===== src/rtl/binary_mac_acc.sv =====
// Saturating signed accumulate stage behind the 8x8 array multiplier: sums each
// group of N products into an AW-bit result presented on a valid/ready port.
module binary_mac_acc #(
  parameter int PW = 15,
  parameter int AW = 20,
  parameter int N  = 8
) (
  input  logic          clk,
  input  logic          rst_n,
  input  logic          clear,
  input  logic [PW-1:0] p_in,
  input  logic          p_valid,
  output logic          p_ready,
  output logic [AW-1:0] acc_out,
  output logic          acc_valid,
  input  logic          acc_ready,
  output logic          sat
);

  localparam int            CW       = (N > 1) ? $clog2(N) : 1;
  localparam logic [CW-1:0] CNT_LAST = CW'(N - 1);

  typedef enum logic [0:0] {
    ACC  = 1'b0,
    HOLD = 1'b1
  } state_t;

  // Returns {clamped, value}: one guard bit detects overflow of the AW-bit range.
  function automatic logic [AW:0] sat_add(input logic [AW-1:0] a, input logic [PW-1:0] p);
    logic [AW:0] s;
    s = {a[AW-1], a} + {{(AW + 1 - PW){p[PW-1]}}, p};
    if (s[AW] == s[AW-1]) begin
      sat_add = {1'b0, s[AW-1:0]};
    end else if (s[AW] == 1'b0) begin
      sat_add = {1'b1, 1'b0, {(AW - 1){1'b1}}};
    end else begin
      sat_add = {1'b1, 1'b1, {(AW - 1){1'b0}}};
    end
  endfunction

  state_t        state_r, state_s;
  logic [AW-1:0] acc_r, acc_s;
  logic [CW-1:0] cnt_r, cnt_s;
  logic          sat_run_r, sat_run_s;
  logic [AW-1:0] acc_out_r, acc_out_s;
  logic          acc_valid_r, acc_valid_s;
  logic          sat_r, sat_s;
  logic [AW:0]   sum_s;

  assign p_ready   = (state_r == ACC);
  assign acc_out   = acc_out_r;
  assign acc_valid = acc_valid_r;
  assign sat       = sat_r;

  // Next-state and datapath update; clear overrides every other action.
  always_comb begin
    sum_s       = sat_add(acc_r, p_in);
    state_s     = state_r;
    acc_s       = acc_r;
    cnt_s       = cnt_r;
    sat_run_s   = sat_run_r;
    acc_out_s   = acc_out_r;
    acc_valid_s = acc_valid_r;
    sat_s       = sat_r;
    if (clear) begin
      state_s     = ACC;
      acc_s       = '0;
      cnt_s       = '0;
      sat_run_s   = 1'b0;
      acc_valid_s = 1'b0;
      sat_s       = 1'b0;
    end else begin
      case (state_r)
        ACC: begin
          if (p_valid && p_ready) begin
            if (cnt_r == CNT_LAST) begin
              acc_out_s   = sum_s[AW-1:0];
              sat_s       = sat_run_r | sum_s[AW];
              acc_valid_s = 1'b1;
              acc_s       = '0;
              cnt_s       = '0;
              sat_run_s   = 1'b0;
              state_s     = HOLD;
            end else begin
              acc_s     = sum_s[AW-1:0];
              cnt_s     = cnt_r + CW'(1);
              sat_run_s = sat_run_r | sum_s[AW];
            end
          end else begin
            state_s = ACC;
          end
        end
        HOLD: begin
          if (acc_valid_r && acc_ready) begin
            acc_valid_s = 1'b0;
            state_s     = ACC;
          end else begin
            state_s = HOLD;
          end
        end
        default: begin
          state_s     = ACC;
          acc_s       = '0;
          cnt_s       = '0;
          sat_run_s   = 1'b0;
          acc_valid_s = 1'b0;
        end
      endcase
    end
  end

  // State and output registers with asynchronous reset.
  always_ff @(posedge clk or negedge rst_n) begin
    if (!rst_n) begin
      state_r     <= ACC;
      acc_r       <= '0;
      cnt_r       <= '0;
      sat_run_r   <= 1'b0;
      acc_out_r   <= '0;
      acc_valid_r <= 1'b0;
      sat_r       <= 1'b0;
    end else begin
      state_r     <= state_s;
      acc_r       <= acc_s;
      cnt_r       <= cnt_s;
      sat_run_r   <= sat_run_s;
      acc_out_r   <= acc_out_s;
      acc_valid_r <= acc_valid_s;
      sat_r       <= sat_s;
    end
  end

endmodule


===== config.mk =====
export PLATFORM = sky130hd
export DESIGN_NAME = binary_mac_acc
export DESIGN_NICKNAME = d
export VERILOG_FILES = /design/src/rtl/binary_mac_acc.sv
export SDC_FILE = /design/constraint.sdc
export NUM_CORES = 1
export LEC_CHECK = 0
export CAP_MARGIN = 10
export CORE_ASPECT_RATIO = 2
export CORE_UTILIZATION = 30
export DETAILED_ROUTE_END_ITERATION = 8
export PLACE_DENSITY = 0.52
export SLEW_MARGIN = 15
export SYNTH_ARGS = -nofsm -noshare
export SYNTH_HDL_FRONTEND = slang
export SYNTH_SLANG_ARGS = --single-unit

===== constraint.sdc =====
create_clock -name clk -period 2.9 [get_ports clk]
set_clock_uncertainty 0.05 [all_clocks]
set_input_delay 0.435 -clock clk [delete_from_list [all_inputs] [get_ports clk]]
set_output_delay 0.435 -clock clk [all_outputs]
set_load 0.02 [all_outputs]

==> run metrics, run 1 <==
run status=completed; CTS tree=built; fin area=about 0.0044 mm^2; register area share after synthesis=0.386; GR Util All Layers=0.185; Hold WC Path Type=input pin to asynchronous set/reset pin; hpwl dp=~7000 um; mux share of post-synthesis cell area=0; Ys Warns=0; largest family of logic cells by synthesized area=compound AO/OA/AOI/OAI gates; Final setup viols=0; Via Count=between 2,000 and 3,000; I/O Buffers=42; Routed WL=9100 um; Initial Util=0.310; worst-path fanout max=6; vias in the first global route=about 2,900; syn_nets=between 300 and 400; Period minus WS final=about 2800 ps; clock buffer depth=2; Die Y=about 140 um; Initial DRT Pass Iterations=4; Iter 0 DRT Violations=126; fraction of the mapped netlist area in simple logic gates=0.150; Worst Path Class, Setup=input pin to register; most used cell, CP=buf_4; R2R cell count=12; GR Overflow Total=0; Critical Path RT=3000 ps; CP peak stage delay=between 500 and 600 ps; crit path DAT=2930 ps; Mapped Area=just over 0.003 mm^2; CP Buf/Inv Count=3; Hold Vio Cnt, Final=0; VDD IR max=between 0.0003 and 0.0004 V; Die Wd=between 70 and 80 um; worst skew pair latency=approximately 300 ps; worst path cell trace=clkdlybuf4s50_1 > ha_4 > nor2b_2 > o31a_1 > o22ai_1 > buf_4 > a31oi_4 > buf_4 > a221o_2 > a21boi_0 > o31ai_1; clock root cell=clkbuf_16; drt wl/cell=roughly 16 um; max-slew violations=0; RD Place Congestion=between 0.8 and 0.9; Synth Area in XOR/XNOR=0.0345; power per cell area=~860 mW/mm^2; delay-heaviest family, CP=compound AO/OA/AOI/OAI gates; # DRC=0; TritonCTS buffer count=5; Clk pin slew, worst setup/hold paths=around 80 ps; fin crit share=0.974; Max-Cap Viols=0; Fillers=~1,000; synthesized area per cell=about 9 um^2; Cells after Synth=approximately 340; Peak Freq=about 350 MHz; asr flop ratio synth=1.00; count of cell types in the netlist=50; share of layout cells above drive strength 1=0.266; Ports=43; area grow syn2layout=43.4%; Worst path depth=11; Adder-Cell Fraction of Synth Area=0.141; hold buffer count at cts=0; row count=51; Antenna Cells=0; Max-slew headroom=0.461; total chip power=approximately 3.8 mW; # H-tree levels=2; CP Launch Type=input pin; Synth Flop Type=dfrtp_1; Post-Place Cell Area=between 0.004 and 0.005 mm^2; Leak=just under 2 nW; first-pass GRT wire length=14,500 um; EDFF count, synth=0; Layout Nets=between 400 and 500; DRT antenna net count=0; vias per inst=approximately 5.0; slowest CP cell=clkdlybuf4s50_1; Yosys reg bits=47; Worst-Margin Slew=roughly 810 ps; Worst Setup End Kind=register; CTS Sinks=between 40 and 50; initial antenna violation count=0; complex-gate fraction of the synthesized area=0.257; most frequent cells in the layout=60 x nand2_1, 60 x buf_4, 47 x dfrtp_1, 39 x clkdlybuf4s50_1, 27 x o21ai_1; full die area=roughly 0.011 mm^2; Core Footprint=around 0.0098 mm^2; pin count of the biggest net entering global routing=48
## worst paths after layout
check | from | endpoint | slack [ps]
min in group clk | acc_out[8]$_DFFE_PN0P_ | acc_out[8]$_DFFE_PN0P_ | 430
min | rst_n | acc_out[4]$_DFFE_PN0P_ | 180
max | p_in[2] | acc_r[1]$_DFFE_PN0P_ | 70
min reg2reg | acc_out[8]$_DFFE_PN0P_ | acc_out[8]$_DFFE_PN0P_ | 430
max reg2reg | acc_r[0]$_DFFE_PN0P_ | acc_r[1]$_DFFE_PN0P_ | 170
max in group asynchronous | rst_n | acc_r[15]$_DFFE_PN0P_ | 2180
## synthesized netlist by cell type (3+ instances only)
library cell | number | area [um^2]
nor2b_1 | 4 | 25.0
a22oi_1 | 4 | 30.0
a21o_1 | 7 | 52.6
xor2_1 | 5 | 43.8
nand2_1 | 60 | 225
o21ai_1 | 23 | 115
or2_2 | 3 | 18.8
nand3_1 | 8 | 40.0
o211ai_1 | 4 | 30.0
ha_1 | 22 | 275
o21a_1 | 7 | 52.6
a211oi_1 | 4 | 30.0
or3_1 | 6 | 37.5
o21ai_0 | 30 | 150
dfrtp_1 | 47 | 1180
clkbuf_1 | 9 | 33.8
maj3_2 | 10 | 113
nor3_1 | 4 | 20.0
a21oi_1 | 15 | 75.1
inv_1 | 7 | 26.3
nor2_1 | 16 | 60.1
xnor2_1 | 7 | 61.3
## routing by layer
metal	part of all wire	wire length (um)	track usage
met2	0.59	5390	0.367
met5	0	0	0
met1	0.36	3320	0.187
met3	0.021	190	0.0167
met4	0.022	204	0.0805
## layout make-up
type	count	area, um^2	share of cell area
Multi-Input combinational cell	271	1890	0.433
Sequential cell	47	1180	0.269
Timing Repair Buffer	107	957	0.219
Tap cell	132	165	0.0378
Clock buffer	5	125	0.0287
Clock inverter	3	27.5	0.00630
Inverter	7	26.3	0.00602
## registers in the layout (all words and copies together) (netlist names)
signal	flops
acc_out	20
acc_r	20
acc_valid	1
cnt_r	3
sat	1
sat_run_r	1
state_r	1
## logic make-up (layout without fill, tap and decap cells)
group,Yosys count,in the layout
compound gates,118,118
buf+inv,20,122
flops,47,47
fa+ha+maj,35,35
xor+xnor,12,12
simple gates,106,106
## where the power goes
group / total, mW / switching (mW) / internal, mW
logic: 2.31 / 1.14 / 1.16
registers: 0.844 / 0.0800 / 0.764
clock network: 0.616 / 0.286 / 0.329
## repair_timing
| item | 4_1_cts | 5_1_grt |
|---|---|---|
| buffers inserted | 1 | 2 |
| endpoints found under the setup margin | 40 | 41 |
| gates resized for setup | 21 | 18 |
| gates cloned | 1 | 0 |
| hold endpoints to repair | 0 | 0 |
| pin swaps | 7 | 11 |
## through the flow
step / std cells / TNS (ps) / hold slack, ps / util / setup WS (ps)
after floorplan: 338 / 0 / 89.4 / - / 291
after global placement: 560 / -12880 / 415 / 0.411 / -368
after detailed placement: 560 / -15770 / 421 / 0.411 / -481
after CTS: 570 / -0.300 / 205 / 0.435 / -0.300
after global routing: 572 / -5.35 / 230 / 0.444 / -3.10
final: 572 / 0 / 178 / 0.444 / 74.6
Power figures use the tool's default switching activity.
==> run 2: changes to the inputs <==
- CORE_MARGIN: default -> 3
==> run 2 against run 1 <==
  * Largest cell class unchanged
  * Core utilization grew 1.2 points
  * Critical path type unchanged
  * Non-clock buffer count up 8
  * Cell area increased by 2.8%
  * Sequential share of layout area decreased by 0.73 points
  * Critical path depth is 1 higher
==> run metrics, run 2 (same netlist as run 1, synthesis figures left out) <==
final hold slack=20.7 ps (was 178 ps); Leak=1.98 nW (was 1.92 nW); clock buffer depth=2 (unchanged); Die Wd=77.2 um (was 73.2 um); Clk pin slew, worst setup/hold paths=70 ps (was 80 ps); I/O Buffers=42 (unchanged); full die area=0.0115 mm^2 (was 0.0106 mm^2); Period minus WS final=2810 ps (was 2830 ps); reg2reg end=acc_out[10]$_DFFE_PN0P_ (was acc_r[1]$_DFFE_PN0P_); Layout Nets=490 (was 482); clock root cell=clkbuf_16 (unchanged); combinational power share=0.620 (was 0.612); drt wl/cell=15.4 um (was 15.9 um); VDD IR max=0.000330 V (was 0.000346 V); initial antenna violation count=0 (unchanged); Core Footprint=0.00983 mm^2 (unchanged); fin crit share=0.968 (was 0.974); Switch Pwr=1.50 mW (was 1.51 mW); Fillers=999 (was 1,032); max-slew violations=0 (unchanged); power per cell area=854 mW/mm^2 (was 862 mW/mm^2); CTS Sinks=47 (unchanged); cell-internal power=2.33 mW (was 2.25 mW); row count=51 (unchanged); Worst Setup End Kind=register (unchanged); most frequent cells in the layout=67 x buf_4, 60 x nand2_1, 47 x dfrtp_1, 37 x clkdlybuf4s50_1 (was 60 x nand2_1, 60 x buf_4, 47 x dfrtp_1, 39 x clkdlybuf4s50_1, 27 x o21ai_1); Critical Path RT=3030 ps (was 3000 ps); Die Y=148 um (was 144 um); final setup TNS=0 ps (unchanged); Final setup viols=0 (unchanged); Worst Path Class, Setup=input pin to register (unchanged); register share of total power=0.221 (was 0.224); Hold Vio Cnt, Final=0 (unchanged); RSZ-0062 raised after global routing=true; Initial Util=0.310 (unchanged); Ports=43 (unchanged); GR Util All Layers=0.167 (was 0.185); DRT antenna net count=0 (unchanged); Switching Share=0.393 (was 0.401); pin count of the biggest net entering global routing=33 (was 48); R2R setup slack=160 ps (was 170 ps); # H-tree levels=2 (unchanged); vias in the first global route=3,071 (was 2,854); Via Count=2,856 (was 2,859); Worst R2R Start=acc_r[0]$_DFFE_PN0P_ (unchanged); CP Launch Type=input pin (unchanged); clock power share=0.159 (was 0.164); hpwl dp=6810 um (was 6850 um); share of layout cells above drive strength 1=0.288 (was 0.266); vias per inst=4.92 (was 5.00); Initial DRT Pass Iterations=4 (unchanged); # DRC=0 (unchanged); Peak Freq=356 MHz (was 354 MHz); area of the multi-input gates=0.00195 mm^2 (was 0.00189 mm^2); Max-slew headroom=0.456 (was 0.461); area grow syn2layout=47.4% (was 43.4%); Antenna Cells=0 (unchanged); RD Place Congestion=0.883 (was 0.824); register area=0.00118 mm^2 (unchanged); CTS tree=built (unchanged); first-pass GRT wire length=15,100 um (was 14,500 um); Worst-Margin Slew=817 ps (was 808 ps); Hold WC Path Type=input pin to asynchronous set/reset pin (unchanged); Max-Cap Viols=0 (unchanged); run status=completed (unchanged); leading cell type in the layout, fill and taps excluded=buf_4; worst skew pair latency=300 ps (about the same); TritonCTS buffer count=5 (unchanged); crit path DAT=2940 ps (was 2930 ps); Routed WL=8900 um (was 9100 um); GR Overflow Total=0 (unchanged); worst-path fanout max=8 (was 6); Iter 0 DRT Violations=138 (was 126); R2R cell count=12 (unchanged)
run 2: cell type report:
cell class,instances,area share
Sequential cell,47,0.262
Clock buffer,6,0.0309
Tap cell,132,0.0368
Timing Repair Buffer,115,0.227
Clock inverter,2,0.00307
Inverter,7,0.00585
Multi-Input combinational cell,271,0.434
run 2: worst max-delay path, cell delays in order:
cell and delay, ps:
clkdlybuf4s50_1 410, ha_1 310, a211oi_1 250, nor2_1 100, o31ai_2 170, buf_4 150
a31oi_4 100, a221o_1 390, buf_12 170, buf_6 140, a22oi_1 190, o21ai_0 100
run 2: timing repair:
item / CTS / global route
resized for setup: 26 / 16
setup endpoints to repair: 41 / 28
pin swaps: 11 / 7
setup buffers: 12 / 1
hold buffers: 0 / 0
run 2: worst max path at each step:
stage,cells past startpoint,end,startpoint,slack [ps]
floorplan,11,acc_r[18]$_DFFE_PN0P_,p_in[0],290
global placement,12,acc_r[15]$_DFFE_PN0P_,p_in[0],-550
detailed placement,12,acc_r[12]$_DFFE_PN0P_,p_in[0],-580
CTS,10,acc_r[3]$_DFFE_PN0P_,p_in[3],20
global route,12,acc_r[15]$_DFFE_PN0P_,p_in[7],-2
finish,12,acc_out[10]$_DFFE_PN0P_,p_in[7],90
run 2: layer usage:
metal | vias up | wire [um] | part of all wire | GRT usage
li1 | 1449 | - | - | -
met1 | 1351 | 3300 | 0.37 | 0.170
met2 | 46 | 5190 | 0.58 | 0.334
met3 | 10 | 243 | 0.027 | 0.0224
met4 | 0 | 174 | 0.020 | 0.0633
met5 | - | 0 | 0 | 0
run 2: power groups by stage:
stage | clock, mW | combinational, mW | sequential (mW)
after floorplan | 0 | 1.30 | 0.823
after global placement | 0 | 2.07 | 0.846
after detailed placement | 0 | 2.09 | 0.851
after CTS | 0.634 | 2.31 | 0.846
after global routing | 0.653 | 2.61 | 0.860
final | 0.611 | 2.37 | 0.846
run 2: through the flow:
step | setup WS (ps) | util | instances | instance area, um^2 | power (mW)
after floorplan | 291 | - | 338 | 3050 | 2.13
after global placement | -551 | 0.411 | 560 | 4040 | 2.91
after detailed placement | -580 | 0.411 | 560 | 4040 | 2.94
after CTS | 19.6 | 0.449 | 579 | 4420 | 3.79
after global routing | -1.71 | 0.457 | 580 | 4490 | 4.12
final | 93.4 | 0.457 | 580 | 4490 | 3.83
